## config.mk

```make
export PLATFORM = sky130hd
export DESIGN_NAME = display_page_scheduler
export DESIGN_NICKNAME = d
export VERILOG_FILES = /design/src/rtl/display_page_scheduler_pkg.sv /design/src/rtl/display_page_scheduler_btn_debounce.sv /design/src/rtl/display_page_scheduler.sv
export SDC_FILE = /design/constraint.sdc
export NUM_CORES = 1
export LEC_CHECK = 0
export CORE_MARGIN = 5
export CORE_UTILIZATION = 45
export CTS_CLUSTER_DIAMETER = 200
export DETAILED_ROUTE_END_ITERATION = 8
export GPL_ROUTABILITY_DRIVEN = 0
export GPL_TIMING_DRIVEN = 0
export PLACE_DENSITY = 0.81
export SLEW_MARGIN = 25
export SYNTH_ARGS = -nofsm -noshare
export SYNTH_HDL_FRONTEND = slang
export SYNTH_HIERARCHICAL = 1
export SYNTH_SLANG_ARGS = --single-unit
```

## constraint.sdc

```tcl
create_clock -name CLK -period 2.25 [get_ports CLK]
set_input_delay 0.45 -clock CLK [delete_from_list [all_inputs] [get_ports CLK]]
set_output_delay 0.45 -clock CLK [all_outputs]
set_load 0.005 [all_outputs]
```

## src/rtl/display_page_scheduler_pkg.sv

```systemverilog
// Shared constants for the seven-segment debug display: page numbers and the
// default timing parameters used by the board top and the benches.
package display_page_scheduler_pkg;

  localparam int unsigned DIV_HALF_DEFAULT   = 262144;   // 100 MHz -> 190.7 Hz scan clock
  localparam int unsigned DEB_CYCLES_DEFAULT = 1000000;  // 10 ms at 100 MHz

  typedef enum logic [1:0] {
    PAGE_PC    = 2'd0,
    PAGE_INSTR = 2'd1,
    PAGE_REG   = 2'd2,
    PAGE_ALU   = 2'd3
  } page_e;

endpackage

```

## src/rtl/display_page_scheduler_btn_debounce.sv

```systemverilog
// Push-button conditioner: 2-FF synchroniser, stability counter and a one-cycle
// pulse on each accepted press. Reusable for any raw active-high button.
module display_page_scheduler_btn_debounce #(
  parameter int unsigned DEB_CYCLES = 1000000
) (
  input  logic clk,
  input  logic rst_n,
  input  logic btn_i,
  output logic press_o
);

  localparam int unsigned CNT_W = (DEB_CYCLES > 1) ? $clog2(DEB_CYCLES) : 1;
  localparam logic [CNT_W-1:0] CNT_LAST = CNT_W'(DEB_CYCLES - 1);

  logic [1:0]       sync_q;
  logic             stable_q, stable_d;
  logic [CNT_W-1:0] cnt_q, cnt_d;
  logic             press_q, press_d;
  logic             commit;

  always_comb begin
    // NOTE: every combinational output gets a default first, so no path can infer a latch.
    cnt_d    = cnt_q + CNT_W'(1);
    stable_d = stable_q;
    press_d  = 1'b0;
    commit   = (sync_q[1] != stable_q) && (cnt_q == CNT_LAST);
    // Any return to the accepted level restarts the stability window.
    if (sync_q[1] == stable_q) begin
      cnt_d = '0;
    end else if (commit) begin
      cnt_d    = '0;
      stable_d = sync_q[1];
      press_d  = sync_q[1];
    end
  end

  always_ff @(posedge clk or negedge rst_n) begin
    // NOTE: state registers use non-blocking assignments and clear asynchronously.
    if (!rst_n) begin
      sync_q   <= '0;
      stable_q <= 1'b0;
      cnt_q    <= '0;
      press_q  <= 1'b0;
    end else begin
      sync_q   <= {sync_q[0], btn_i};
      stable_q <= stable_d;
      cnt_q    <= cnt_d;
      press_q  <= press_d;
    end
  end

  assign press_o = press_q;

endmodule

```

## src/rtl/display_page_scheduler.sv

```systemverilog
// Scan-clock divider, frame counter, debug page selection and frame-synchronous
// latching of the word shown on the 4-digit seven-segment scanner.
module display_page_scheduler
  import display_page_scheduler_pkg::*;
#(
  parameter int unsigned DIV_HALF   = DIV_HALF_DEFAULT,
  parameter int unsigned DEB_CYCLES = DEB_CYCLES_DEFAULT
) (
  input  logic        CLK,
  input  logic        clr,
  input  logic        btn_page,
  input  logic        sw_direct,
  input  logic [1:0]  sw_page,
  input  logic [15:0] page0_data,
  input  logic [15:0] page1_data,
  input  logic [15:0] page2_data,
  input  logic [15:0] page3_data,
  output logic        CLK_190hz,
  output logic [15:0] disp_data,
  output logic        disp_en,
  output logic [1:0]  page
);

  localparam int unsigned DIV_W = (DIV_HALF > 1) ? $clog2(DIV_HALF) : 1;
  localparam logic [DIV_W-1:0] DIV_LAST = DIV_W'(DIV_HALF - 1);

  logic [DIV_W-1:0] div_cnt_q, div_cnt_d;
  logic             scan_clk_q, scan_clk_d;
  logic [1:0]       frame_cnt_q, frame_cnt_d;
  page_e            page_q, page_d;
  logic             page_chg_q, page_chg_d;
  logic [15:0]      disp_data_q, disp_data_d;
  logic             disp_en_q, disp_en_d;
  logic [1:0]       swd_sync_q;
  logic [1:0]       swp_meta_q, swp_sync_q;
  logic             press, div_wrap, scan_tick, frame_end;
  logic [15:0]      page_word;

  display_page_scheduler_btn_debounce #(
    .DEB_CYCLES(DEB_CYCLES)
  ) u_btn_debounce (
    .clk    (CLK),
    .rst_n  (clr),
    .btn_i  (btn_page),
    .press_o(press)
  );

  always_comb begin
    div_wrap    = (div_cnt_q == DIV_LAST);
    div_cnt_d   = div_wrap ? '0 : div_cnt_q + DIV_W'(1);
    scan_clk_d  = div_wrap ? ~scan_clk_q : scan_clk_q;
    scan_tick   = div_wrap && !scan_clk_q;
    frame_end   = scan_tick && (frame_cnt_q == 2'd3);
    frame_cnt_d = scan_tick ? frame_cnt_q + 2'd1 : frame_cnt_q;

    // Direct switches override the button entirely.
    page_d = page_q;
    if (swd_sync_q[1]) begin
      page_d = page_e'(swp_sync_q);
    end else if (press) begin
      page_d = page_e'(page_q + 2'd1);
    end
    page_chg_d = (page_d != page_q);

    page_word = page0_data;
    case (page_q)
      PAGE_INSTR: page_word = page1_data;
      PAGE_REG:   page_word = page2_data;
      PAGE_ALU:   page_word = page3_data;
      default:    page_word = page0_data;
    endcase

    // Reload only at frame boundaries or right after a page switch, so digits never tear.
    disp_data_d = (frame_end || page_chg_q) ? page_word : disp_data_q;
    disp_en_d   = disp_en_q || frame_end;
  end

  always_ff @(posedge CLK or negedge clr) begin
    if (!clr) begin
      div_cnt_q   <= '0;
      scan_clk_q  <= 1'b0;
      frame_cnt_q <= '0;
      page_q      <= PAGE_PC;
      page_chg_q  <= 1'b0;
      disp_data_q <= '0;
      disp_en_q   <= 1'b0;
      swd_sync_q  <= '0;
      swp_meta_q  <= '0;
      swp_sync_q  <= '0;
    end else begin
      div_cnt_q   <= div_cnt_d;
      scan_clk_q  <= scan_clk_d;
      frame_cnt_q <= frame_cnt_d;
      page_q      <= page_d;
      page_chg_q  <= page_chg_d;
      disp_data_q <= disp_data_d;
      disp_en_q   <= disp_en_d;
      swd_sync_q  <= {swd_sync_q[0], sw_direct};
      swp_meta_q  <= sw_page;
      swp_sync_q  <= swp_meta_q;
    end
  end

  assign CLK_190hz = scan_clk_q;
  assign disp_data = disp_data_q;
  assign disp_en   = disp_en_q;
  assign page      = page_q;

endmodule

```

======== After elaboration in Yosys (flattened, before gate mapping) ========
Cells that the tools add are included.
word-level totals
  flip-flop bits (word level) ............. 71
  input bits .............................. 70
  output and inout bits ................... 20
  word-level logic and storage cells ...... 44
operators by class
  $add $sub $neg .......................... 4
  equality and inequality tests ........... 9
  muxes and demuxes ....................... 8
  bitwise logic cells ..................... 2
  reductions and logical operators ........ 7
operator list
  operator                                        number
  one-hot mux 16 bit (3 select lines)             1
  2-to-1 mux 20 bit                               2
  adder 20 x 1 -> 20 bit (second input constant)  1
  == test 20 bit (second input constant)          1
  adder 18 x 1 -> 18 bit (second input constant)  1
  == test 18 bit (second input constant)          1
  2-to-1 mux 18 bit                               1
  == test 2 bit (second input constant)           3
  adder 2 x 1 -> 2 bit (second input constant)    2
  2-to-1 mux 2 bit                                2
  logical AND 1 bit                               3
  == test 2 x 1 -> 1 bit (second input constant)  1
  logical OR 1 bit                                2
  2-to-1 mux 1 bit                                2
  != test 2 bit                                   1
  NOT 1 bit                                       2
  AND reduction 2 bit                             1
  == test 1 bit                                   1
  zero test 1 bit                                 1
  != test 1 bit                                   1

======== Longest topological paths before layout ========
Gate-level depths: netlist of the first run.
  depth in word-level cells ............... 4
  mapped depth ............................ 8
  mapped depth without buffers ............ 6

======== Cells and area by module ========
Netlist of the first run, hierarchy kept.
by module, submodules not included
  module                               times used  cells each  area an instance (um^2)  seq. area each (um^2)
  display_page_scheduler               1           206         2398.6                   1176.1
  display_page_scheduler_btn_debounce  1           107         1184.9                   600.6

======== Worst setup path after synthesis of the first run ========
Ideal clock, no wire load.
  path kind ............................... reg2reg
  start ................................... reg div_cnt_q[0]
  end ..................................... reg disp_data_q[10], in the netlist disp_data[10]
  library setup time ...................... 125 ps
  arrival ................................. 2106 ps
  required time ........................... 2125 ps
  slack ................................... 19 ps
  stages on the path, launching flop included .. 9
  buffers on the path ..................... 3
  period minus slack after synthesis ...... 2231 ps
  cell sequence ........................... dfrtp_1 > ha_1 > and3_1 > clkbuf_1 > nand3_1 > o41a_1 > buf_6 > buf_8 > mux2_4
on the way
  longest elaborated chain between the ends .. 4
RTL lines
  what                    RTL line                      text
  from (decl)             display_page_scheduler.sv:27  logic [DIV_W-1:0] div_cnt_q, div_cnt_d;
  from (signal assigned)  display_page_scheduler.sv:91  div_cnt_q <= div_cnt_d;
  == test 18 bit          display_page_scheduler.sv:49  div_wrap = (div_cnt_q == DIV_LAST);
  logical AND 1 bit       display_page_scheduler.sv:52  scan_tick = div_wrap && !scan_clk_q;
  logical AND 1 bit       display_page_scheduler.sv:53  frame_end = scan_tick && (frame_cnt_q == 2'd3);
  logical OR 1 bit        display_page_scheduler.sv:74  disp_data_d = (frame_end || page_chg_q) ? page_word : disp_data_q;
  to (signal assigned)    display_page_scheduler.sv:96  disp_data_q <= disp_data_d;
  to (decl)               display_page_scheduler.sv:32  logic [15:0] disp_data_q, disp_data_d;
Every way passes these cells.
A chain may end at the register's enable or synchronous reset.

======== Worst setup path in the final report of the first run ========
  start ................................... reg div_cnt_q[12]
  end ..................................... reg disp_data_q[11], in the netlist disp_data[11]
Same word-level chain as after synthesis.

==> key figures, run 1 <==
Layout
  – Diodes inserted: 0
  – Layout cell share with drive strength beyond 1: 0.131
  – Nets: 491
  – Layout area overhead: 36.5%
  – Post-route cell area: 4890 µm²
  – FILL cells: 610
  – Area of the multi-input gates: 1670 µm²
  – Reg area: 1780 µm²

Clock network
  – Clock buffer depth: 2
  – Sink Count: 71
  – Num CTS Buffers: 9
  – H-Tree Depth: 3
  – Clk_lat worst skew: 340 ps
  – Worst-path clk slew: 70 ps
  – CTS tree: built
  – CTS root buf: clkbuf_8

Logic synthesis
  – Ys Warns: 6
  – Number of flops mapped to enable cells by yosys: 0
  – Flops & latches, synth: 71
  – FFs w/ async S/R, synth: 1.00
  – Post-Syn Area: 3580 µm²
  – Cell count after synthesis: 313
  – Dominant synthesized flop cell: dfrtp_1
  – Cell variety after synth: 43
  – Syn Area/Cell: 11.4 µm²
  – Register area share after synthesis: 0.496
  – Syn_nets: 390

Hold path
  – Min-delay worst type: flip-flop to flip-flop

Setup path
  – CP Max Fanout: 10
  – CP required: 2470 ps
  – Crit path cell chain: nand4_4 > or3_1 > o41a_1 > buf_6 > buf_8 > mux2_4
  – CP Capture Type: flip-flop
  – Buffers & Inverters on Critical Path: 2
  – Startpoint Class: flip-flop
  – Critical path class: flip-flop to flip-flop
  – CP top delay family: simple AND/OR/NAND/NOR gates
  – Slowest cell on the critical path: or3_1
  – Critical path data arrival time: 2400 ps
  – Worst path max stage delay: 490 ps

Routing
  – DR pass1 iterations: 6
  – Final WL: 8.26 mm
  – Routed WL per cell: 15.8 µm
  – Vias: 2792
  – Antenna Violating Nets Remaining: 0
  – DR DRC count: 0
  – DRT iter0 DRCs: 176
  – Vias/cell: 5.36

STA
  – Final Slew Violations: 0
  – Final clock skew: 12.1 ps
  – Period utilization: 0.968
  – Final setup viols: 0
  – Fmax: 459 MHz
  – Final hold violations: 0
  – Headroom to the max-slew limit: 0.542
  – Least-Margin Pin Slew: 685 ps
  – Final period demand of the worst path: 2180 ps

Job
  – Maximum capacitance violations: 0

Pwr
  – Peak VDD IR: 0.000495 V
  – PD cells: 655 nW/µm²
  – Total power: 3.20 mW
  – LEAKAGE: 2.14 nW

Floorplanning
  – Die area: 9850 µm²
  – Core area: 7730 µm²
  – I/O Pins: 90
  – Die W: 99.2 µm
  – Row cnt: 32
  – Initial Utilization: 0.464
  – Die Y: 99.2 µm

Placement
  – Post-Place Cell Area: 4630 µm²
  – Hpwl dp: 6.16 mm
  – # port buffers: 89

Global routing
  – Initial antenna violation count: 0
  – First-pass GRT wire length: 14.0 mm
  – Tot GR Track Use: 0.175
  – GR Overflow Total: 0
  – Number of global-route vias before repair: 2922
  – Pin count of the biggest net entering global routing: 54

Status
  – Status: finished clean
==> sequential cells by signal (all words and copies together) (netlist names) <==
register	count
u_btn_debounce/cnt_q	20
u_btn_debounce/sync_q	2
frame_cnt_q	2
CLK_190hz	1
disp_data	16
disp_en	1
swp_meta_q	2
u_btn_debounce/press_o	1
page	2
swd_sync_q	2
div_cnt_q	18
u_btn_debounce/stable_q	1
swp_sync_q	2
page_chg_q	1
==> where the power goes <==
part           internal (mW)  total [mW]  switching, mW
clock network          0.632        1.11          0.482
logic                  0.432       0.664          0.232
registers               1.37        1.42         0.0528
==> cell families (layout without fill, tap and decap cells) <==
family	after synthesis	count (layout)	synth area share
fa+ha+maj	7	7	0.0244
mux	36	36	0.118
xor+xnor	33	33	0.0807
compound gates	36	36	0.0855
simple gates	93	93	0.149
buf+inv	37	143	0.0457
flops	71	71	0.496
==> cell usage after synthesis, types with 2 or more instances <==
cell type	n	share of area
nand4_1	8	0.014
mux2i_1	18	0.050
ha_1	7	0.024
o21ai_0	5	0.0070
or4_1	3	0.0063
dfrtp_1	71	0.50
nor2_1	26	0.027
nor4_1	2	0.0035
xnor2_1	15	0.037
nand2_1	13	0.014
nand4_2	3	0.010
nand3_2	2	0.0056
xor2_1	18	0.044
o31ai_1	4	0.0084
inv_1	23	0.024
nor4_2	2	0.0070
or3_1	2	0.0035
and3_1	7	0.012
mux2_4	11	0.046
nor3_1	4	0.0056
mux2_2	7	0.022
a222oi_1	16	0.045
clkbuf_1	9	0.0094
a21oi_1	6	0.0084
nand3_1	11	0.015
and4_1	3	0.0073
==> layout by cell type, fill, tap and decap left out, types with 5 or more instances in the layout <==
| master | count |
|---|---|
| ha_1 | 7 |
| nand2_1 | 13 |
| clkbuf_8 | 9 |
| nand3_1 | 10 |
| mux2_2 | 7 |
| mux2_4 | 11 |
| clkbuf_1 | 7 |
| nor2_1 | 26 |
| and3_1 | 6 |
| dfrtp_1 | 70 |
| a21oi_1 | 6 |
| a222oi_1 | 16 |
| xor2_1 | 18 |
| mux2i_1 | 18 |
| nand4_1 | 8 |
| inv_1 | 23 |
| o21ai_0 | 5 |
| xnor2_1 | 15 |
| clkdlybuf4s50_1 | 88 |
==> per-layer routing <==
layer / vias to the layer above / wire (µm) / global-route usage / part of all wire
li1: 1335 / - / - / -
met1: 1368 / 3380 / 0.212 / 0.41
met2: 77 / 4310 / 0.304 / 0.52
met3: 12 / 444 / 0.0498 / 0.054
met4: 0 / 118 / 0.0494 / 0.014
met5: - / 0 / 0 / 0
==> through the flow <==
| stage | worst slack [ps] | hold WS, ps | std cells | TNS, ps | util |
|---|---|---|---|---|---|
| 6_report | 72.1 | 352 | 521 | 0 | 0.633 |
| 5_1_grt | -11.9 | 373 | 521 | -23.3 | 0.633 |
| 4_1_cts | 19.9 | 355 | 521 | 0 | 0.630 |
| 3_5_place_dp | -257 | 337 | 505 | -2950 | 0.599 |
| 3_3_place_gp | -1570 | 332 | 504 | -113250 | 0.596 |
| 2_1_floorplan | 18.7 | 154 | 313 | 0 | - |
==> final timing paths <==
kind / start / endpoint / slack, ps / cells after the start
max: div_cnt_q[12]$_DFF_PN0_ / disp_data[11]$_DFFE_PN0P_ / 70 / 6
min in group asynchronous: clr / div_cnt_q[16]$_DFF_PN0_ / 530 / 2
max in group asynchronous: clr / div_cnt_q[10]$_DFF_PN0_ / 1170 / 3
max reg2reg: div_cnt_q[12]$_DFF_PN0_ / disp_data[11]$_DFFE_PN0P_ / 70 / 6
min: swd_sync_q[0]$_DFF_PN0_ / swd_sync_q[1]$_DFF_PN0_ / 350 / 0
min reg2reg: swd_sync_q[0]$_DFF_PN0_ / swd_sync_q[1]$_DFF_PN0_ / 350 / 0
==> cell type report <==
class,instances,share of cell area
sequential,71,0.364
multi-input combinational,205,0.341
timing repair buffer,93,0.192
clock buffer,10,0.0261
tap,102,0.0261
clock inverter,6,0.0192
inverter,23,0.0177
buffer,11,0.0136
==> repair_timing <==
item | in CTS | in global routing
hold buffers | 1 | 0
endpoints found under the hold margin | 18 | 0
buffers inserted | 0 | 2
setup endpoints to repair | 16 | 10
resized for setup | 4 | 3
(Power assumes the default switching activity.)
==> inputs of run 2 (changes only) <==
--- a/config.mk
+++ b/config.mk
@@ -13,5 +13,4 @@
 export GPL_TIMING_DRIVEN = 0
 export PLACE_DENSITY = 0.81
-export SLEW_MARGIN = 25
 export SYNTH_ARGS = -nofsm -noshare
 export SYNTH_HDL_FRONTEND = slang
==> constraint.sdc (replaced) <==
create_clock -name CLK -period 2.25 [get_ports CLK]
set_input_delay 0.5625 -clock CLK [delete_from_list [all_inputs] [get_ports CLK]]
set_output_delay 0.5625 -clock CLK [all_outputs]
set_load 0.005 [all_outputs]
==> run 2 against run 1 <==
Effect of this change:
- via count down 0.47%
- count of clock-buffer cells in the layout unchanged
- combinational power down 1%
- critical endpoint unchanged
- final area down 0.79%
- critical path type unchanged
==> key figures, run 2 (synthesis results as in run 1) <==
Status
  – Status: finished clean

Routing
  – Routed WL per cell: 16.0 µm
  – DR DRC count: 0
  – DR pass1 iterations: 8
  – Antenna Violating Nets Remaining: 0
  – Vias: 2779
  – Final WL: 8.30 mm
  – DRT iter0 DRCs: 144
  – Vias/cell: 5.35

Global routing
  – Pin count of the biggest net entering global routing: 72
  – First-pass GRT wire length: 13.7 mm
  – Initial antenna violation count: 0
  – GR Overflow Total: 0
  – Number of global-route vias before repair: 2867
  – Tot GR Track Use: 0.172

STA
  – Period utilization: 0.964
  – Final Slew Violations: 0
  – Final setup viols: 0
  – Headroom to the max-slew limit: 0.415
  – Hold slack final: 325 ps
  – Final period demand of the worst path: 2170 ps
  – Final hold violations: 0
  – Final clock skew: 13.9 ps
  – Least-Margin Pin Slew: 877 ps
  – Fmax: 461 MHz

Clock network
  – H-Tree Depth: 3
  – Worst-path clk slew: 80 ps
  – Clock buffer depth: 2
  – CTS tree: built
  – Num CTS Buffers: 9
  – Sink Count: 71
  – Clk_lat worst skew: 340 ps
  – CTS root buf: clkbuf_8

Hold path
  – Min-delay worst type: input port to asynchronous set/reset pin

Layout
  – Most frequent cells in the layout: clkdlybuf4s50_1, dfrtp_1, nor2_1
  – Reg area: 1780 µm²
  – Diodes inserted: 0
  – Layout area overhead: 35.4%
  – Final core occ: 0.628
  – Commonest non-fill, non-tap cell in the layout: clkdlybuf4s50_1
  – Most flop-heavy register: u_btn_debounce/cnt_q
  – Max reg flops: 20
  – Nets: 489
  – FILL cells: 607
  – Area of the multi-input gates: 1670 µm²
  – Layout cell share with drive strength beyond 1: 0.129

Job
  – Maximum capacitance violations: 0

Setup path
  – CP Max Fanout: 10
  – Startpoint Class: flip-flop
  – Slowest cell on the critical path: or3_1
  – Worst path max stage delay: 480 ps
  – Critical path data arrival time: 2390 ps
  – CP required: 2470 ps
  – Critical path class: flip-flop to flip-flop
  – CP Capture Type: flip-flop
  – Crit path cell chain: nand4_4 > or3_1 > o41a_1 > buf_6 > buf_8 > mux2_4

Floorplanning
  – Initial Utilization: 0.464
  – Row cnt: 32
  – Die W: 99.2 µm
  – Die Y: 99.2 µm
  – Die area: 9850 µm²
  – Core area: 7730 µm²
  – I/O Pins: 90

Pwr
  – LEAKAGE: 2.12 nW
  – Peak VDD IR: 0.000564 V
  – PD cells: 659 nW/µm²

Placement
  – Hpwl dp: 6.11 mm
  – # port buffers: 89
## run 2: changes by cell type in the layout (fill, tap and decap cells not counted)
cell	change
inv_6	+1
buf_16	-1
clkinv_4	-2
dlygate4sd3_1	-1
clkinvlp_4	+1
## run 2: worst paths after layout
check                                   startpoint                         to  slack [ps]  cells after the start
min in group CLK           swd_sync_q[0]$_DFF_PN0_    swd_sync_q[1]$_DFF_PN0_         350                      0
max reg2reg                div_cnt_q[12]$_DFF_PN0_  disp_data[11]$_DFFE_PN0P_          80                      6
max                        div_cnt_q[12]$_DFF_PN0_  disp_data[11]$_DFFE_PN0P_          80                      6
min reg2reg                swd_sync_q[0]$_DFF_PN0_    swd_sync_q[1]$_DFF_PN0_         350                      0
min                                            clr      CLK_190hz$_DFFE_PN0N_         330                      1
max in group asynchronous                      clr    div_cnt_q[10]$_DFF_PN0_        1310                      1
## run 2: layout make-up
cell class              instances  area share
well taps                     102      0.0263
clock inverters                 6      0.0191
repair buffers                 91       0.186
flip-flops and latches         71       0.367
multi-input cells             205       0.344
clock buffers                  10      0.0263
inverters                      23      0.0178
plain buffers                  11      0.0137
## run 2: layer usage
| layer | vias up | wire length, µm | GRT usage |
|---|---|---|---|
| met1 | 1340 | 3440 | 0.210 |
| met3 | 15 | 450 | 0.0484 |
| met5 | - | 0 | 0 |
| met2 | 91 | 4260 | 0.295 |
| li1 | 1333 | - | - |
| met4 | 0 | 147 | 0.0525 |
## run 2: power by group
part	switching [mW]	internal (mW)	leakage, nW
logic	0.231	0.426	1.10
clock network	0.483	0.632	0.104
registers	0.0561	1.37	0.922
total	0.770	2.43	2.12
## run 2: what timing repair did
action,4_1_cts,5_1_grt
buffers inserted,0,2
pin swaps,0,0
endpoints found under the setup margin,16,10
resized for setup,3,4
hold buffers,0,0
## run 2: through the flow
stage               instance area [µm²]  power [mW]  TNS (ps)  worst slack [ps]  std cells
floorplan                          3580        1.73         0              18.7        313
global placement                   4600        2.10   -121230             -1680        504
detailed placement                 4600        2.11     -2830              -254        504
CTS                                4820        3.24         0              5.29        519
global route                       4850        3.35     -8.33             -8.33        519
finish                             4850        3.20         0              80.3        519
## run 2: worst max-delay path, delay by kind of cell, from the launching register on
kind,cells,cell delay [ps]
AOI/OAI and AO/OA,1,420
buffers and inverters,2,300
DFF,1,420
muxes,1,300
and+or+nand+nor,2,610
==> inputs of run 3 (changes only) <==
- CAP_MARGIN: default -> 0
==> results of run 3 <==
No change in the layout: final DEF, timing and power equal those of run 2.
==> patch 1, RTL diff (config.mk and constraints of run 3) <==
Set the package constant `DEB_CYCLES_DEFAULT` to 2000000 (it was 1000000).
--- a/src/rtl/display_page_scheduler_pkg.sv
+++ b/src/rtl/display_page_scheduler_pkg.sv
@@ -3,7 +3,7 @@
 package display_page_scheduler_pkg;
 
   localparam int unsigned DIV_HALF_DEFAULT   = 262144;   // 100 MHz -> 190.7 Hz scan clock
-  localparam int unsigned DEB_CYCLES_DEFAULT = 1000000;  // 10 ms at 100 MHz
+  localparam int unsigned DEB_CYCLES_DEFAULT = 2000000;  // 10 ms at 100 MHz
 
   typedef enum logic [1:0] {
     PAGE_PC    = 2'd0,
Function: same outputs for any inputs over 10 cycles, from zero or initial values; that may be too few to reach the edited logic, so the function may still have changed.
==> patch 1 against run 3 <==
First-iteration DRC count rose by 0.69%; critical path depth did not move; routed wire length rose by 0.47%; via count rose by 4.2%; worst setup slack improved by 0.017 ns; total power fell by 5.0%; area after synthesis rose by 0.14%; design area fell by 0.10%; die area rose by 0.13%; sequential cell count rose by 1; synthesized cell count rose by 3.8%.
==> patch 1: results (changes against run 3) <==
- Drt first pass iters: 8 (unchanged)
- CP peak stage delay: 0.49 ns
- Vias: 2895 (was 2779)
- Dpl cells: 516 (was 504)
- Async SR Flop Fraction: 100.0% (unchanged)
- HP Class: primary input to async pin (unchanged)
- Reg-to-Reg Start: page[0] (was div_cnt_q[12])
- First-pass GRT wire length: 13680 µm (was 13700 µm)
- Largest register FFs: 21 (was 20)
- R2R Setup Slk: 0.1 ns (was 0.08 ns)
- Area after DPL: 4604 µm² (was 4599 µm²)
- Total CTS buffers: 9 (unchanged)
- Drt total wl: 8341 µm (was 8302 µm)
- Critical Path AT: between 2 and 2.5 ns
- Root Buffer: clkbuf_8 (unchanged)
- Nets: 502 (was 489)
- Layout cell share with drive strength beyond 1: 12.33% (was 12.95%)
- Synth cell types: 39 (was 43)
- Pin count of the biggest net entering global routing: 73 (was 72)
- Synthesized Nets: 402 (was 390)
- TNS Setup: 0 ns (unchanged)
- Iteration-0 DRC Markers: 145 (was 144)
- Reg2Reg Capture Point: disp_data[12] (was disp_data[11])
- R2r worst-path depth: 6 (unchanged)
- Layout Skew: 0.009871 ns (was 0.01390 ns)
- Clk slew on worst S/H paths: 0.08 ns (about the same)
- Synth area leaders: dfrtp_1 50%, mux2i_1 4.7%, a222oi_1 4.5%, xnor2_1 4.4%, mux2_4 4.2% (was dfrtp_1 50%, mux2i_1 5.0%, mux2_4 4.6%, a222oi_1 4.5%, xor2_1 4.4%)
- Ant diodes: 0 (unchanged)
- Max Root-Sink Buffers: 2 (unchanged)
- CP top delay family: flip-flops (was simple AND/OR/NAND/NOR gates)
- CP max FO: 10 (unchanged)
- H-tree Lvls: 3 (unchanged)
- Register with the most flip-flops: u_btn_debounce/cnt_q (unchanged)
- Cell leakage power: 2.078 nW (was 2.120 nW)
- Total track usage: 17.17% (was 17.19%)
- DP HPWL: 5979 µm (was 6110 µm)
- WL per Instance: 15.68 µm (was 16.00 µm)
- Synth warn: 6 (unchanged)
- Worst-skew pair later-pin latency: 0.34 ns (about the same)
- Max transition margin: 40.77% (was 41.54%)
- Worst vdd ir: 0.4377 mV (was 0.5644 mV)
- WHS: 0.3311 ns (was 0.3252 ns)
- Average size of a mapped cell: 11.04 µm² (was 11.45 µm²)
- Register area share after synthesis: 50.21% (was 49.58%)
- Synth top cells by count: 72 x dfrtp_1, 27 x nor2_1, 25 x inv_1, 18 x xnor2_1, 17 x mux2i_1 (was 71 x dfrtp_1, 26 x nor2_1, 23 x inv_1, 18 x mux2i_1, 18 x xor2_1)
- IO buf count: 89 (unchanged)
- Vias in the first global route: 2849 (was 2867)
- Endpoints failing setup: 0 (unchanged)
- Outcome: completed (unchanged)
- Antenna violations before repair: 0 (unchanged)
- Slowest library cell on the worst path: dfrtp_1 (was or3_1)
==> patch 1: changes by cell type after synthesis, sizes merged, moves of 2 or more <==
| cell | before | now |
|---|---|---|
| buf | 4 | 6 |
| nand3 | 13 | 15 |
| xor2 | 18 | 14 |
| xnor2 | 15 | 18 |
| nor4 | 4 | 6 |
| inv | 23 | 25 |
| or3 | 3 | 6 |
| a21oi | 6 | 8 |
| o21ai | 5 | 8 |
==> patch 1: layout make-up <==
type	instances	area, µm²
inverter	25	93.84
clock inverter	5	41.29
timing repair buffer	92	910.9
tap	102	127.6
buffer	13	73.82
clock buffer	11	141.4
multi-input combinational	212	1654
sequential	72	1803
fill	644	2922
==> patch 1: logic make-up (layout without fill, tap and decap cells) <==
| kind of cell | count (synthesis) | in the layout | share of synthesized area, % |
|---|---|---|---|
| flops | 72 | 72 | 50.21 |
| fa+ha+maj | 7 | 7 | 2.441 |
| mux | 35 | 35 | 11.44 |
| xor+xnor | 32 | 32 | 7.810 |
| simple gates | 97 | 97 | 14.26 |
| buf+inv | 41 | 146 | 4.986 |
| compound gates | 41 | 41 | 8.856 |
==> patch 1: layer usage <==
| metal | part of all wire (%) | wire, µm | track usage, % |
|---|---|---|---|
| met1 | 43 | 3584 | 21.87 |
| met2 | 52 | 4353 | 29.18 |
| met3 | 4.0 | 336 | 3.997 |
| met4 | 0.79 | 66 | 5.042 |
| met5 | 0 | 0 | 0 |
==> patch 1: timing repair <==
action	4_1_cts	5_1_grt
gates cloned	0	0
setup buffers	0	3
hold buffers	0	0
setup endpoints to repair	26	21
pin swaps	0	1
gates resized for setup	4	6
==> patch 1: power breakdown <==
part           total [W]  leakage (nW)  switching, W  internal [W]
Sequential       0.00144         0.936     0.0000573       0.00139
Combinational   0.000653          1.06      0.000229      0.000424
Clock           0.000938        0.0861      0.000500      0.000438
==> patch 1: per-stage QoR <==
stage	setup slack, ns	total power, W
floorplan	0.01874	0.001752
global placement	-1.734	0.002111
detailed placement	-0.2871	0.002130
CTS	0.0002593	0.003070
global route	0.004333	0.003177
finish	0.09727	0.003036
==> patch 1: worst max-delay path by stage <==
stage                      start             to  slack (ns)  cells after the start
detailed placement  div_cnt_q[0]  disp_data[14]       -0.29                      8
global placement             clr   disp_data[7]       -1.73                      1
global route             page[0]  disp_data[12]       0.004                      6
CTS                 div_cnt_q[0]  disp_data[12]      0.0003                      7
finish                   page[0]  disp_data[12]         0.1                      6
floorplan           div_cnt_q[0]  disp_data[10]        0.02                      8
==> patch 1: worst register-to-register path, cell delays in order, from the launching register on <==
cell and delay (ns):
dfrtp_1 0.49, inv_1 0.10, ha_1 0.31, clkbuf_1 0.29, a222oi_1 0.44, mux2i_1 0.12, mux2_4 0.28
